==> config.mk <==
export PLATFORM = sky130hd
export DESIGN_NAME = k_wta_inhibition
export DESIGN_NICKNAME = d
export VERILOG_FILES = /design/src/rtl/snn_pkg.sv /design/src/rtl/lowest_k_select.sv /design/src/rtl/k_wta_inhibition.sv
export SDC_FILE = /design/constraint.sdc
export NUM_CORES = 1
export LEC_CHECK = 0
export CORE_MARGIN = 1.5
export CORE_UTILIZATION = 55
export CTS_CLUSTER_DIAMETER = 120
export DETAILED_ROUTE_END_ITERATION = 8
export PLACE_DENSITY = 0.78
export SETUP_SLACK_MARGIN = 0.1
export SYNTH_ARGS = -nofsm -noshare
export SYNTH_HDL_FRONTEND = slang
export SYNTH_SLANG_ARGS = --single-unit
==> constraint.sdc <==
create_clock -name clk -period 58.1 [get_ports clk]
set_input_delay 8.715 -clock clk [delete_from_list [all_inputs] [get_ports clk]]
set_output_delay 8.715 -clock clk [all_outputs]
set_load 0.02 [all_outputs]
==> src/rtl/snn_pkg.sv <==
// Shared types, default layer sizing and helpers for the spiking column layer.
package snn_pkg;

  localparam int NEURONS_DEF     = 16;
  localparam int TIME_PERIOD_DEF = 8;
  localparam int MAX_WINNERS_DEF = 4;

  localparam int TIME_W = $clog2(TIME_PERIOD_DEF);
  localparam int IDX_W  = $clog2(NEURONS_DEF);

  typedef enum logic [1:0] {
    IDLE   = 2'd0,
    ACTIVE = 2'd1,
    DONE   = 2'd2
  } wta_state_e;

  // A zero request still means one winner; requests above the implemented slot count saturate.
  function automatic int clamp_k(input int k, input int max_k);
    if (k < 1) return 1;
    if (k > max_k) return max_k;
    return k;
  endfunction

endpackage

==> src/rtl/lowest_k_select.sv <==
// Combinational picker: admits the lowest-indexed candidates up to a limit and lists their indices.
module lowest_k_select
  import snn_pkg::*;
#(
  parameter int NEURONS     = NEURONS_DEF,
  parameter int MAX_WINNERS = MAX_WINNERS_DEF,
  localparam int I_W = $clog2(NEURONS),
  localparam int K_W = $clog2(MAX_WINNERS + 1)
) (
  input  logic [NEURONS-1:0]         cand,
  input  logic [K_W-1:0]             limit,
  output logic [NEURONS-1:0]         admit,
  output logic [MAX_WINNERS*I_W-1:0] idx,
  output logic [K_W-1:0]             count
);

  // Scan from neuron 0 upward so ties in the same tick go to the lower index.
  always_comb begin
    int taken;
    taken = 0;
    admit = '0;
    idx   = '0;
    for (int i = 0; i < NEURONS; i++) begin
      if (cand[i] && (taken < int'(limit)) && (taken < MAX_WINNERS)) begin
        admit[i] = 1'b1;
        idx[taken*I_W +: I_W] = I_W'(i);
        taken++;
      end
    end
    count = K_W'(taken);
  end

endmodule

==> src/rtl/k_wta_inhibition.sv <==
// k-winner-take-all lateral inhibition for one column layer, one gamma cycle at a time.
//
//   state  | meaning
//   IDLE   | waiting for cycle_start; last results held on winner_*
//   ACTIVE | gamma cycle running; each step samples spikes and advances time_val
//   DONE   | one clk: result_valid high, winner_* final
module k_wta_inhibition
  import snn_pkg::*;
#(
  parameter int NEURONS     = NEURONS_DEF,
  parameter int TIME_PERIOD = TIME_PERIOD_DEF,
  parameter int MAX_WINNERS = MAX_WINNERS_DEF,
  localparam int T_W = $clog2(TIME_PERIOD),
  localparam int I_W = $clog2(NEURONS),
  localparam int K_W = $clog2(MAX_WINNERS + 1)
) (
  input  logic                       clk,
  input  logic                       rst_n,
  input  logic                       cycle_start,
  input  logic                       step,
  input  logic [K_W-1:0]             k_sel,
  input  logic [NEURONS-1:0]         spike_in,
  output logic [NEURONS-1:0]         spike_out,
  output logic [T_W-1:0]             time_val,
  output logic                       busy,
  output logic [NEURONS-1:0]         winner_mask,
  output logic [K_W-1:0]             winner_count,
  output logic [MAX_WINNERS*I_W-1:0] winner_idx,
  output logic [MAX_WINNERS*T_W-1:0] winner_time,
  output logic                       result_valid
);

  localparam logic [T_W-1:0] LAST_TICK = T_W'(TIME_PERIOD - 1);

  wta_state_e                 state, state_nxt;
  logic [K_W-1:0]             k_reg;
  logic [K_W-1:0]             free_slots;
  logic [K_W-1:0]             adm_count;
  logic [NEURONS-1:0]         cand;
  logic [NEURONS-1:0]         admit;
  logic [MAX_WINNERS*I_W-1:0] sel_idx;
  logic [MAX_WINNERS*I_W-1:0] idx_nxt;
  logic [MAX_WINNERS*T_W-1:0] time_nxt;
  logic                       last_tick;

  // Already-admitted neurons are masked out so a repeat spiker is never admitted twice.
  assign cand       = spike_in & ~winner_mask;
  assign free_slots = k_reg - winner_count;
  assign last_tick  = (time_val == LAST_TICK);
  assign busy         = (state == ACTIVE);
  assign result_valid = (state == DONE);

  lowest_k_select #(
    .NEURONS    (NEURONS),
    .MAX_WINNERS(MAX_WINNERS)
  ) u_select (
    .cand (cand),
    .limit(free_slots),
    .admit(admit),
    .idx  (sel_idx),
    .count(adm_count)
  );

  // State register.
  always_ff @(posedge clk) begin
    if (!rst_n) state <= IDLE;
    else        state <= state_nxt;
  end

  // Next state: cycle_start restarts from any state; the window always runs to its last tick.
  always_comb begin
    state_nxt = state;
    case (state)
      IDLE:    if (cycle_start) state_nxt = ACTIVE;
      ACTIVE: begin
        if (cycle_start)            state_nxt = ACTIVE;
        else if (step && last_tick) state_nxt = DONE;
      end
      DONE:    state_nxt = cycle_start ? ACTIVE : IDLE;
      default: state_nxt = IDLE;
    endcase
  end

  // New winners append after the slots already filled, keeping admission order.
  always_comb begin
    idx_nxt  = winner_idx;
    time_nxt = winner_time;
    for (int s = 0; s < MAX_WINNERS; s++) begin
      for (int j = 0; j < MAX_WINNERS; j++) begin
        if ((j < int'(adm_count)) && (s == int'(winner_count) + j)) begin
          idx_nxt[s*I_W +: I_W]  = sel_idx[j*I_W +: I_W];
          time_nxt[s*T_W +: T_W] = time_val;
        end
      end
    end
  end

  // Datapath: clear and latch k on start, accumulate winners on each active step.
  always_ff @(posedge clk) begin
    if (!rst_n) begin
      spike_out    <= '0;
      time_val     <= '0;
      winner_mask  <= '0;
      winner_count <= '0;
      winner_idx   <= '0;
      winner_time  <= '0;
      k_reg        <= K_W'(1);
    end else begin
      spike_out <= '0;
      if (cycle_start) begin
        time_val     <= '0;
        winner_mask  <= '0;
        winner_count <= '0;
        winner_idx   <= '0;
        winner_time  <= '0;
        k_reg        <= K_W'(clamp_k(int'(k_sel), MAX_WINNERS));
      end else if ((state == ACTIVE) && step) begin
        spike_out    <= admit;
        winner_mask  <= winner_mask | admit;
        winner_count <= winner_count + adm_count;
        winner_idx   <= idx_nxt;
        winner_time  <= time_nxt;
        if (!last_tick) time_val <= time_val + 1'b1;
      end
    end
  end

endmodule

---- Word-level counts from Yosys, hierarchy flattened ----
Cells that the tools add are included.
word-level totals
  register bits ........................... 71
  logic and storage cells ................. 316
cells by class
  add/sub/neg operators ................... 36
  magnitude comparators ................... 37
  eq/ne operators ......................... 17
  shifts and indexed selects .............. 30
  multiplexer cells ....................... 109
  bitwise logic cells ..................... 7
  reduce and logical (&&, ||, !) cells .... 66
operators with widths
  kind                                                          count
  variable shift 4 x 33 -> 16 bit (first input constant)        15
  variable part select 4 x 33 -> 16 bit (first input constant)  15
  negator 32 -> 33 bit                                          14
  less-than comparator 32 x 4 -> 1 bit                          14
  less-than comparator 32 x 4 -> 1 bit (second input constant)  14
  2-to-1 mux 32 bit                                             14
  adder 32 x 2 -> 32 bit (second input constant)                13
  2-to-1 mux 16 bit                                             15
  bitwise mux 16 bit                                            14
  logical NOT 32 bit                                            4
  == test 2 x 32 -> 1 bit (first input constant)                3
  == test 3 x 32 -> 1 bit (first input constant)                3
  2-to-1 mux 4 bit                                              16
  2-to-1 mux 3 bit                                              20
  logical AND 1 bit                                             49
  negator 3 -> 33 bit                                           1
  bitwise AND 16 bit                                            2
  2-to-1 mux 1 bit                                              26
  NOT 16 bit                                                    1
  bitwise OR 16 bit                                             1
  nonzero test 4 bit                                            4
  == test 2 x 4 -> 1 bit (first input constant)                 3
  AND reduction 2 bit                                           6
  less-than comparator 1 x 3 -> 1 bit (first input constant)    3
  25 further kinds                                              32

---- Logic depth before layout (Yosys ltp) ----
  word-level depth ........................ 70
  depth in mapped cells ................... 115

---- By module ----
Synthesis repeated with hierarchy kept, for this count alone.
second synthesis, totals
  cell total of the unflattened synthesis .. 959
  area total of the unflattened synthesis .. 7,365.8 um2
by module, submodules not included
  module            instances  cells an instance  area each (um2)
  lowest_k_select   1          628                4,255.3
  k_wta_inhibition  1          331                3,110.5

---- Worst setup path after synthesis ----
No wires, ideal clock.
  path kind ............................... input to register
  start ................................... in spike_in[0]
  end ..................................... reg winner_idx[10]
  setup time .............................. 0.119 ns
  arrival ................................. 29.297 ns
  data required time ...................... 57.981 ns
  slack ................................... 28.684 ns
  stages on the path ...................... 98
  cells stage by stage .................... nor2b_1 -> o211ai_1 -> nand3b_1 -> inv_1 -> ha_1 -> ha_1 -> nor3b_1 -> o2bb2ai_4 -> inv_4 -> fa_1 -> clkbuf_1 -> inv_1 -> ha_1 -> a21o_1 -> a21oi_1 -> a211oi_1 -> ha_1 -> o21a_1 -> [62 not listed] -> ha_1 -> nor2_1 -> nand2_1 -> o41ai_2 -> o21a_1 -> o21ai_4 -> ha_1 -> a21boi_0 -> o41ai_1 -> a211oi_1 -> a31o_1 -> buf_2 -> o22ai_1 -> a41o_1 -> o21bai_2 -> a211o_1 -> buf_4 -> o221a_1
between the ends
  cells in the longest elaborated chain, start to end .. 68
  elaborated cells between the ends (all ways) .. 182
  classes of those cells .................. 30 x add/sub; 34 x order compare; 30 x shift; 49 x mux; 2 x bitwise; 37 x reduce/logical
RTL lines
  what                                                                           line                     RTL
  start: declaration                                                             k_wta_inhibition.sv:22   input logic [NEURONS-1:0] spike_in,
  bitwise AND 16 bit (*)                                                         k_wta_inhibition.sv:47   assign cand = spike_in & ~winner_mask;
  logical AND 1 bit (*)                                                          lowest_k_select.sv:24    if (cand[i] && (taken < int'(limit)) && (taken < MAX_WINNERS)) begin
  2-to-1 mux 1 bit (*)                                                           lowest_k_select.sv:24
  branches (longest 65 deep; another with less-than comparator 32 x 4 -> 1 bit)  -
  end signal: assignment                                                         k_wta_inhibition.sv:121  winner_idx <= idx_nxt;
  end: declaration                                                               k_wta_inhibition.sv:28   output logic [MAX_WINNERS*I_W-1:0] winner_idx,
Every way passes the cells marked *. The select of a mux whose other input is x is not followed.
A chain may end at the register's enable or synchronous reset.

---- Final worst setup path ----
  start ................................... in spike_in[0]
  end ..................................... reg winner_idx[1]
The elaborated chain is that of the path after synthesis.

==> impl_metrics.py <==
metrics = {
    "timing": {
        "fin_ws_ns": 24.19,
        "finalHoldViolations": 0,
        "relSlewSlack_pct": 29.1,
        "finalSetupViolCount": 0,
        "fmax_mhz": 29.5,
        "fin_crit_sh_pct": 58.4,
        "rsz0062_at_grt": "no",
        "slew_violations": 0,
        "period_minus_slack_ns": 33.91,
        "hold_slack_ns": 0.451,
        "clock_skew_ns": 0.00909,
        "fin_setup_tns_ns": 0,
        "worst_slew_pin_slew_ns": 1.06,
    },
    "synth": {
        "synth_top_area_share_pct": 17.9,
        "yosysSeqAreaShare_pct": 17.9,
        "async_flop_share_pct": 0,
        "synth.distinct_cells": 108,
        "yosys_most_used_dff": "dfxtp_1",
        "syn_inst": 1059,
        "netlist_top_cells_count": "nand2_1 (114), nor2_1 (101), ha_1 (77)",
        "synth_edf_count": 0,
        "synth_area_leaders": "dfxtp_1 (18%), ha_1 (12%), nand2_1 (5.4%)",
        "synth_area_mm2": 0.00793,
        "yosysMostFrequentCell": "nand2_1",
        "yosys.area.top_type": "dfxtp_1",
        "ys_warn_count": 0,
        "syn_avg_cell_area_um2": 7.49,
        "synth_seq_cells": 71,
    },
    "grt": {
        "grt_pass1_vias": 7592,
        "grt_max_degree": 42,
        "grt_usage_pct": 31.2,
        "grt-ovfl-total": 0,
        "grt_first_pass_wirelength_um": 37700,
        "antenna_found_initial": 0,
    },
    "routing": {
        "drtIter0Drc": 874,
        "wl_per_cell_um": 17.6,
        "drc_errors": 0,
        "ant_nets": 0,
        "via_per_inst": 6.33,
        "via_count": 8415,
        "routed_wl_um": 23500,
        "dr.pass1.iters": 5,
    },
    "cells_and_area": {
        "drive_gt1_share_pct": 7.57,
        "seq_area_mm2": 0.00142,
        "final_core_util_pct": 66.2,
        "n_antenna_cell": 0,
        "finalNetCount": 1247,
        "top_regs": "spike_out (16), winner_idx (16), winner_mask (16)",
        "multiInputGateArea_mm2": 0.00614,
        "fill_cells": 1258,
        "synthToLayoutAreaGrowth_pct": 16.8,
    },
    "die": {
        "die-area_mm2": 0.0152,
        "design.core.area_mm2": 0.0140,
        "io_pins": 91,
        "die_x_um": 123,
        "chipHeight_um": 123,
        "start_util_pct": 56.7,
        "rows": 43,
    },
    "critical_path": {
        "r2r-start": "winner_count[0]",
        "cp-startpoint": "spike_in[0]",
        "required_ns": 58.34,
        "path_class": "primary input to flop",
        "path_common_cell": "ha_1",
        "worstPathArrival_ns": 34.15,
        "critPathMaxFanout": 15,
        "cp_slowest_cell": "a21oi_1",
        "worst_setup_path_end_kind": "flop",
        "start_kind": "primary input",
        "max_stage_delay_ns": 0.82,
    },
    "clocking": {
        "clk_latency_ns": 0.35,
        "root_buffer": "clkbuf_16",
        "cts-resized-gates": 0,
        "post_cts_buffers": 0,
        "clkTransAtPathRegs_ns": 0.07,
        "cts_hold_buf": 0,
        "tritoncts": "done",
        "cts_buffers": 9,
        "cts_buffer_depth": 2,
        "numClockSinks": 71,
        "cts_htree_levels": 3,
    },
    "place": {
        "pre_cts_slack_ns": 24.45,
        "hpwl_um": 17800,
        "io_buffers": 90,
        "gp_congestion": 0.950,
    },
    "run": {
        "maxCapViolCount": 0,
    },
    "outcome": {
        "run_status": "finished clean",
    },
    "hold_path": {
        "hold_path.class": "flop to flop",
        "holdCritStartpoint": "winner_time[5]",
    },
}
[cell type report]
type                    count  share of cell area (%)
well taps                 180                    2.43
inverters                  71                    2.96
repair buffers             92                    9.89
multi-input cells         899                    66.3
flip-flops and latches     71                    15.3
clock inverters             7                   0.621
clock buffers               9                    2.43
[per-stage QoR]
step,cell area (µm²),std cells
final,9260,1329
after global routing,9260,1329
after CTS,9260,1329
after detailed placement,8980,1313
after global placement,8980,1313
after floorplan,7970,1069
[final timing paths]
check	endpoint	cells after the start	slack (ns)
setup reg to reg	winner_idx[1]	94	31.27
hold / removal	winner_time[5]	2	0.45
setup / recovery	winner_idx[1]	94	24.19
hold reg to reg	winner_time[5]	2	0.45
[cell families (layout without fill, tap and decap cells)]
family,Yosys count,in the layout,share of synthesized area (%)
simple gates,472,472,30.9
compound gates,303,303,28.3
buf+inv,99,179,5.19
fa+ha+maj,80,80,12.9
flops,71,71,17.9
mux,19,19,2.68
xor+xnor,13,13,1.96
other cells,2,12,0.0947
[cell usage in the layout, fill, tap and decap left out, types with 11 or more instances in the layout]
cell type	count
a21o_1	25
a31oi_1	15
nand3_1	47
o21ai_1	14
nand4_1	15
clkdlybuf4s50_1	90
and3_1	14
nor3b_1	18
nor2_1	101
o211ai_1	11
or3_1	16
a21oi_1	55
conb_1	12
a211oi_1	17
mux2i_1	12
nand2b_1	12
and2_1	18
ha_1	77
o21ai_0	53
inv_1	58
nand2_1	114
nor3_1	38
dfxtp_1	71
nor2b_1	15
[critical path, delay by kind of cell]
| kind | cells | cell delay (ns) |
|---|---|---|
| and+or+nand+nor | 27 | 6.34 |
| muxes | 6 | 1.78 |
| adders and majority gates | 15 | 4.56 |
| AOI/OAI and AO/OA | 37 | 11.02 |
| buffers and inverters | 9 | 1.68 |
[layer usage]
layer / share of wire, % / wire length [µm] / global-route usage [%]
met4: 2.9 / 675 / 12.4
met1: 45 / 10600 / 43.4
met3: 7.7 / 1800 / 4.52
met2: 44 / 10400 / 48.5
met5: 0 / 0 / 0
Power is not shown: default switching activity piles up to over one toggle a cycle in this logic, so the estimate is an artifact.
==> edit 1: new RTL, config.mk and constraints unchanged <==
The package constant `NEURONS_DEF` goes from 16 to 8.
--- a/src/rtl/snn_pkg.sv
+++ b/src/rtl/snn_pkg.sv
@@ -3,3 +3,3 @@
 
-  localparam int NEURONS_DEF     = 16;
+  localparam int NEURONS_DEF     = 8;
   localparam int TIME_PERIOD_DEF = 8;
Ports: changed (resized spike_in, spike_out, winner_idx and winner_mask); port bits go from 91 to 63. No check against the original RTL was run, so the function may have changed too.
==> edit 1 against the unedited design <==
- design area fell by 11%
- highest routed layer unchanged
- maximum frequency rose by 47%
- worst hold slack better by 5.6 ps
- sequential cell count down 20
- clock skew fell by 2.7 ps
- worst setup slack gained 11000 ps
- critical endpoint is now winner_idx[11]
- first-iteration DRC count shrank 3.0%
- area after synthesis shrank 5.7%
- wire length down 2.8%
- critical path type unchanged
Power is left out: the tool's default activity adds up to more than one toggle a clock period on the data nets, which glitch-free logic cannot reach.
==> edit 1: results (changes against the unedited design) <==
The run finished with clean final reports. The cell family contributing the most delay on the critical path is adder cells. For the routability-driven placement congestion ratio, the log shows 1.03 (+8.1%).

The run gives 1238 (-1.6%) as the fill cell total of the finished layout. Setup clock skew after layout: 6.41 ps (-2.68 ps). The initial antenna violation count was 0 (unchanged); the synthesized-area fraction occupied by ao, oa, aoi and oai cells was 0.242 (-0.0409). Worst reg2reg path depth: 54 (-43%). In the post-synthesis netlist, the biggest area contributors are dfxtp_1 14%, ha_1 13%, mux2i_1 4.5%. The tools report the global-route wire length before repair as 36100 microns (-4.2%). Ranked by instance count, the synthesized netlist is headed by 83 x nor2_1, 80 x nand2_1, 77 x ha_1.

The largest individual stage delay along the critical path comes from the cell fa_1. The xor and xnor area share after synthesis is 0.0654 (+0.0458), and the post-placement worst setup slack is 35040 ps (+10590 ps). The fraction of final layout cells sized beyond drive strength 1 is 0.0536 (-0.0221). Initial DRC count: 848 (-3.0%). The actual slew at the worst max-slew pin was 1010 ps (-52.0 ps).

The clock-pin slew of the registers on the worst-case setup and hold paths was 70 ps (about the same); the number of global-route vias before repair was 6964 (-8.3%). Instance count along the most critical hold path: 2 (unchanged). The logs give 2 (-1) for the number of H-tree branching levels and 25 (-40%) for the pin count of the biggest net entering global routing. The logs give 2 (unchanged) for the maximum clock insertion buffer count and 22800 microns (-2.8%) for the detailed-route wire length. The logs give 58240 ps (-100 ps) for the required time of the critical path and 0 (unchanged) for the number of buffers inserted to repair setup after CTS.

The stage delay of the slowest cell on the critical path works out to 1140 ps (+320 ps). The warning count from the yosys run came out at 0 (unchanged). The tools report the start point of the worst hold path as winner_idx[8]. The count of distinct cell types in the synthesized netlist was 103 (-4.6%). The fraction of registers with async set/reset was 0 (unchanged); the portion of the post-synthesis area used by sequential elements was 0.136 (-0.0427). The total half-perimeter wirelength after legalization and detailed placement was 17900 microns (+0.78%); the worst-case register-to-register setup slack was 42490 ps (+11220 ps). The worst-case hold path end point is winner_idx[8]. The maximum fanout along the worst path is 24 (+9). The fraction of the mapped netlist area in adder cells was 0.142 (+0.0131); the total routing resource utilization after global routing was 0.309 (-0.00321). The tools report the via count as 7879 (-6.4%). The worst register-to-register path ends at winner_idx[11]. Number of buffers added by the clock tree synthesis step: 5 (-4).

The count of buffers from port buffering was 62 (-31%). The largest registers in the layout are winner_idx x12, winner_time x12. The tools report the layout net count as 1122 (-10%). The share of synthesized area spent on multiplexers was 0.0590 (+0.0322). Antenna diode count: 0 (unchanged).

For the clock insertion delay at the later pin of the skew report, the log shows 290 ps (-60 ps). The number of remaining DRC errors is 0 (unchanged).
==> edit 1: changes by cell type after synthesis, moves of 9 or more <==
cell,unedited run,this run
clkbuf_1,16,33
dfxtp_1,71,51
inv_1,58,49
mux2i_1,12,34
nand2_1,114,80
nor2_1,101,83
nor3b_1,18,5
o21ai_0,53,36
xnor2_1,8,32
xor2_1,2,14
==> edit 1: stage by stage <==
step | cells | hold slack (ps) | cell area (sq um) | utilization
finish | 1202 | 456 | 8270 | 0.624
global route | 1202 | 477 | 8270 | 0.624
detailed placement | 1194 | 449 | 8110 | 0.613
CTS | 1202 | 458 | 8270 | 0.624
floorplan | 1001 | 459 | 7490 | -
global placement | 1194 | 446 | 8110 | 0.613
==> edit 1: how the worst max path moves through the flow <==
stage	start	endpoint	slack, ps
floorplan	spike_in[0]	winner_idx[3]	37670
global placement	spike_in[0]	winner_idx[11]	35390
detailed placement	spike_in[0]	winner_idx[11]	35040
CTS	spike_in[0]	winner_idx[11]	35280
global route	spike_in[0]	winner_idx[6]	33970
finish	spike_in[0]	winner_idx[11]	35080
==> edit 1: routing by layer <==
layer  track usage  up-vias  wire length (microns)
met1         0.434     3663                  10000
met3        0.0314       54                   1760
met2         0.500      400                  10300
li1              -     3762                      -
met4        0.0893        0                    697
met5             0        -                      0
==> edit 1: cell type report <==
type	count	area [sq um]	share of cell area
repair buffers	64	636	0.0769
clock inverters	2	16.3	0.00197
flip-flops and latches	51	1020	0.123
multi-input cells	848	6030	0.729
well taps	176	220	0.0266
inverters	55	211	0.0256
clock buffers	6	139	0.0168
==> edit 1: worst min-delay path, stage by stage (launching register included) <==
cell and delay (ps):
dfxtp_1 310, nand3_1 50, o21ai_1 50
==> edit 2: new RTL, same flow settings <==
Without the edit above. Reset style: asynchronous (`rst_n`), changed in 2 clocked blocks.
--- a/src/rtl/k_wta_inhibition.sv
+++ b/src/rtl/k_wta_inhibition.sv
@@ -64,3 +64,3 @@
   // State register.
-  always_ff @(posedge clk) begin
+  always_ff @(posedge clk or negedge rst_n) begin
     if (!rst_n) state <= IDLE;
@@ -98,3 +98,3 @@
   // Datapath: clear and latch k on start, accumulate winners on each active step.
-  always_ff @(posedge clk) begin
+  always_ff @(posedge clk or negedge rst_n) begin
     if (!rst_n) begin
Check against the original RTL: not settled (the Yosys comparison gave no result); the edit may change what the design does.
==> edit 2 against the unedited design <==
- cell count down 6.5%
- die area down 1.1%
- wire length fell by 4.8%
- area after synthesis shrank 1.2%
- design area fell by 0.72%
- via count fell by 6.5%
- worst setup slack improved by 1200 ps
- sequential cell count unchanged
- sequential share of layout area increased by 4.0 points
- maximum frequency rose by 3.7%
- count of clock-buffer cells in the layout is the same
- critical path depth is 2 higher
- worst hold slack gained 43 ps
- critical path type unchanged
Power is left out: the tool's default activity adds up to more than one toggle a clock period on the data nets, which glitch-free logic cannot reach.
==> edit 2: results (changes against the unedited design) <==
The initial DRC count is 817 (-6.5%), and the post-placement worst setup slack is 25610 ps (+1160 ps). The number of buffers added by the clock tree synthesis step is 9 (unchanged). Fraction of registers with async set/reset: 1.00 (+1.00).

The logs give 22300 microns (-4.8%) for the detailed-route wire length and 10400 microns (-1.7%) for the met1 layer wirelength in the final routing. The run gives 32980 ps (-1170 ps) as the arrival time of the worst setup path. Ranked by total cell area, the synthesized netlist is headed by dfrtp_1 22%, ha_1 12%, nor2_1 4.8%. The flow ran to the end, and the final reports show no timing, DRC or antenna violations.

The slowest stage of the critical path is the fa_1 cell. The tools report the worst-case register-to-register setup slack as 32120 ps (+850 ps). Count of buffers from port buffering: 90 (unchanged).

The tools report the capture point of the worst reg-to-reg path as winner_count[2]. The number of vias per cell came out at 6.33 (about the same). Clock tree synthesis selected as its root buffer the cell clkbuf_16.

The worst register-to-register path begins at winner_count[0]. The logs give 0.304 (-0.00786) for the total routing resource utilization after global routing and 16600 microns (-6.5%) for the total half-perimeter wirelength after legalization and detailed placement. Among all flip-flop cells after synthesis, the most frequent one is dfrtp_1. The run gives 1700 microns (-5.7%) as the detailed-routed wire length on met3. For the pin count of the biggest net entering global routing, the log shows 72 (+71%).

The setup clock skew after layout was 12.5 ps (+3.41 ps); the worst reg2reg path depth was 98 (+4.3%). Worst-case hold path end point: state[0]. The logs give 1243 (-6.5%) for the final cell count without fillers and 2 (unchanged) for the maximum clock insertion buffer count.

The tools report the wire length on met2 as 9680 microns (-6.5%). In this run the top signal layer used is met4. The logs give 5 (unchanged) for the length of the first detailed-routing pass in iterations and 0 (unchanged) for the number of resized instances in the post-cts repair step. Counting instances in the post-synthesis netlist gives the leading cell types as 101 x nor2_1, 89 x nand2_1, 76 x ha_1.

The number of global-route vias before repair came out at 7329 (-3.5%). Worst hold path class: reg2reg. The run gives 360 ps as the clock insertion delay at the later pin of the skew report. The largest registers in the layout are spike_out x16, winner_idx x16, winner_mask x16. The synthesized area divided by synthesized cell count works out to 8.12 sq um (+8.3%). The stage delay of the slowest cell on the critical path came out at 870 ps (+50 ps).

The startpoint identified for the worst hold timing path is state[0]. The portion of the post-synthesis area used by sequential elements was 0.227 (+0.0476); the fraction of final layout cells sized beyond drive strength 1 was 0.0913 (+0.0155). The run gives 36200 microns (-4.0%) as the global-route wire length before repair. The maximum fanout along the worst path was 16 (+1).

Antenna diode count: 0 (unchanged). The run gives 1 (+1) as the initial antenna violation count. The routability-driven placement congestion ratio was 0.993 (+4.5%); the headroom to the max-slew limit was 0.355 (+0.0638).

The warning count from the yosys run came out at 0 (unchanged). Clock-pin slew of the registers on the worst-case setup and hold paths: 60 ps. The instance count along the most critical hold path works out to 1 (-1).

The count of distinct cell types in the synthesized netlist came out at 104 (-3.7%).
[edit 2: cell count changes after synthesis, sizes merged, moves of 8 or more]
cell	before	now
dfxtp	71	0
dfrtp	0	70
nand2	115	90
mux2i	14	31
o21ai	71	55
o31ai	10	0
a22o	1	10
o211a	11	2
a21oi	59	51
a31oi	16	8
[edit 2: critical path: cells and delay by family]
kind            cells  cell delay (ps)
compound gates     33             9180
buf+inv             9             1580
fa+ha+maj          17             5360
xor+xnor            2              360
simple gates       28             5100
mux                 7             2670
[edit 2: routing by layer]
| layer | global-route usage | up-vias |
|---|---|---|
| met4 | 0.0967 | 0 |
| li1 | - | 3771 |
| met5 | 0 | - |
| met1 | 0.432 | 3695 |
| met2 | 0.462 | 349 |
| met3 | 0.0637 | 52 |
[edit 2: area by class of cell]
type	instances	area [sq um]
multi-input cells	817	5740
well taps	180	225
clock inverters	7	61.3
inverters	66	251
clock buffers	9	225
flip-flops and latches	71	1780
repair buffers	93	921
fillers	1222	4680
[edit 2: worst max path at each step]
stage                     start               to  slack (ps)  cells past startpoint
detailed placement  spike_in[0]  winner_count[2]       25610                     96
finish              spike_in[0]  winner_count[2]       25390                     96
global placement    spike_in[0]  winner_count[2]       26210                     97
floorplan           spike_in[0]  winner_count[2]       28850                     98
CTS                 spike_in[0]  winner_count[2]       25900                     96
global route        spike_in[0]  winner_count[2]       23550                    101
[edit 2: cell families (layout without fill, tap and decap cells)]
logic type / Yosys count / in the layout / synth area share
xor gates and xnor gates: 10 / 10 / 0.0152
DFF: 71 / 71 / 0.227
AOI/OAI and AO/OA: 243 / 243 / 0.231
adders and majority gates: 79 / 79 / 0.129
buffers and inverters: 88 / 175 / 0.0464
muxes: 43 / 43 / 0.0637
and+or+nand+nor: 430 / 430 / 0.287
other: 2 / 12 / 0.000958
[edit 2: through the flow]
step / hold slack, ps / utilization / instance area, sq um
final: 494 / 0.663 / 9200
after global routing: 524 / 0.663 / 9200
after CTS: 490 / 0.663 / 9200
after detailed placement: 477 / 0.642 / 8910
after global placement: 470 / 0.642 / 8910
after floorplan: 433 / - / 7880
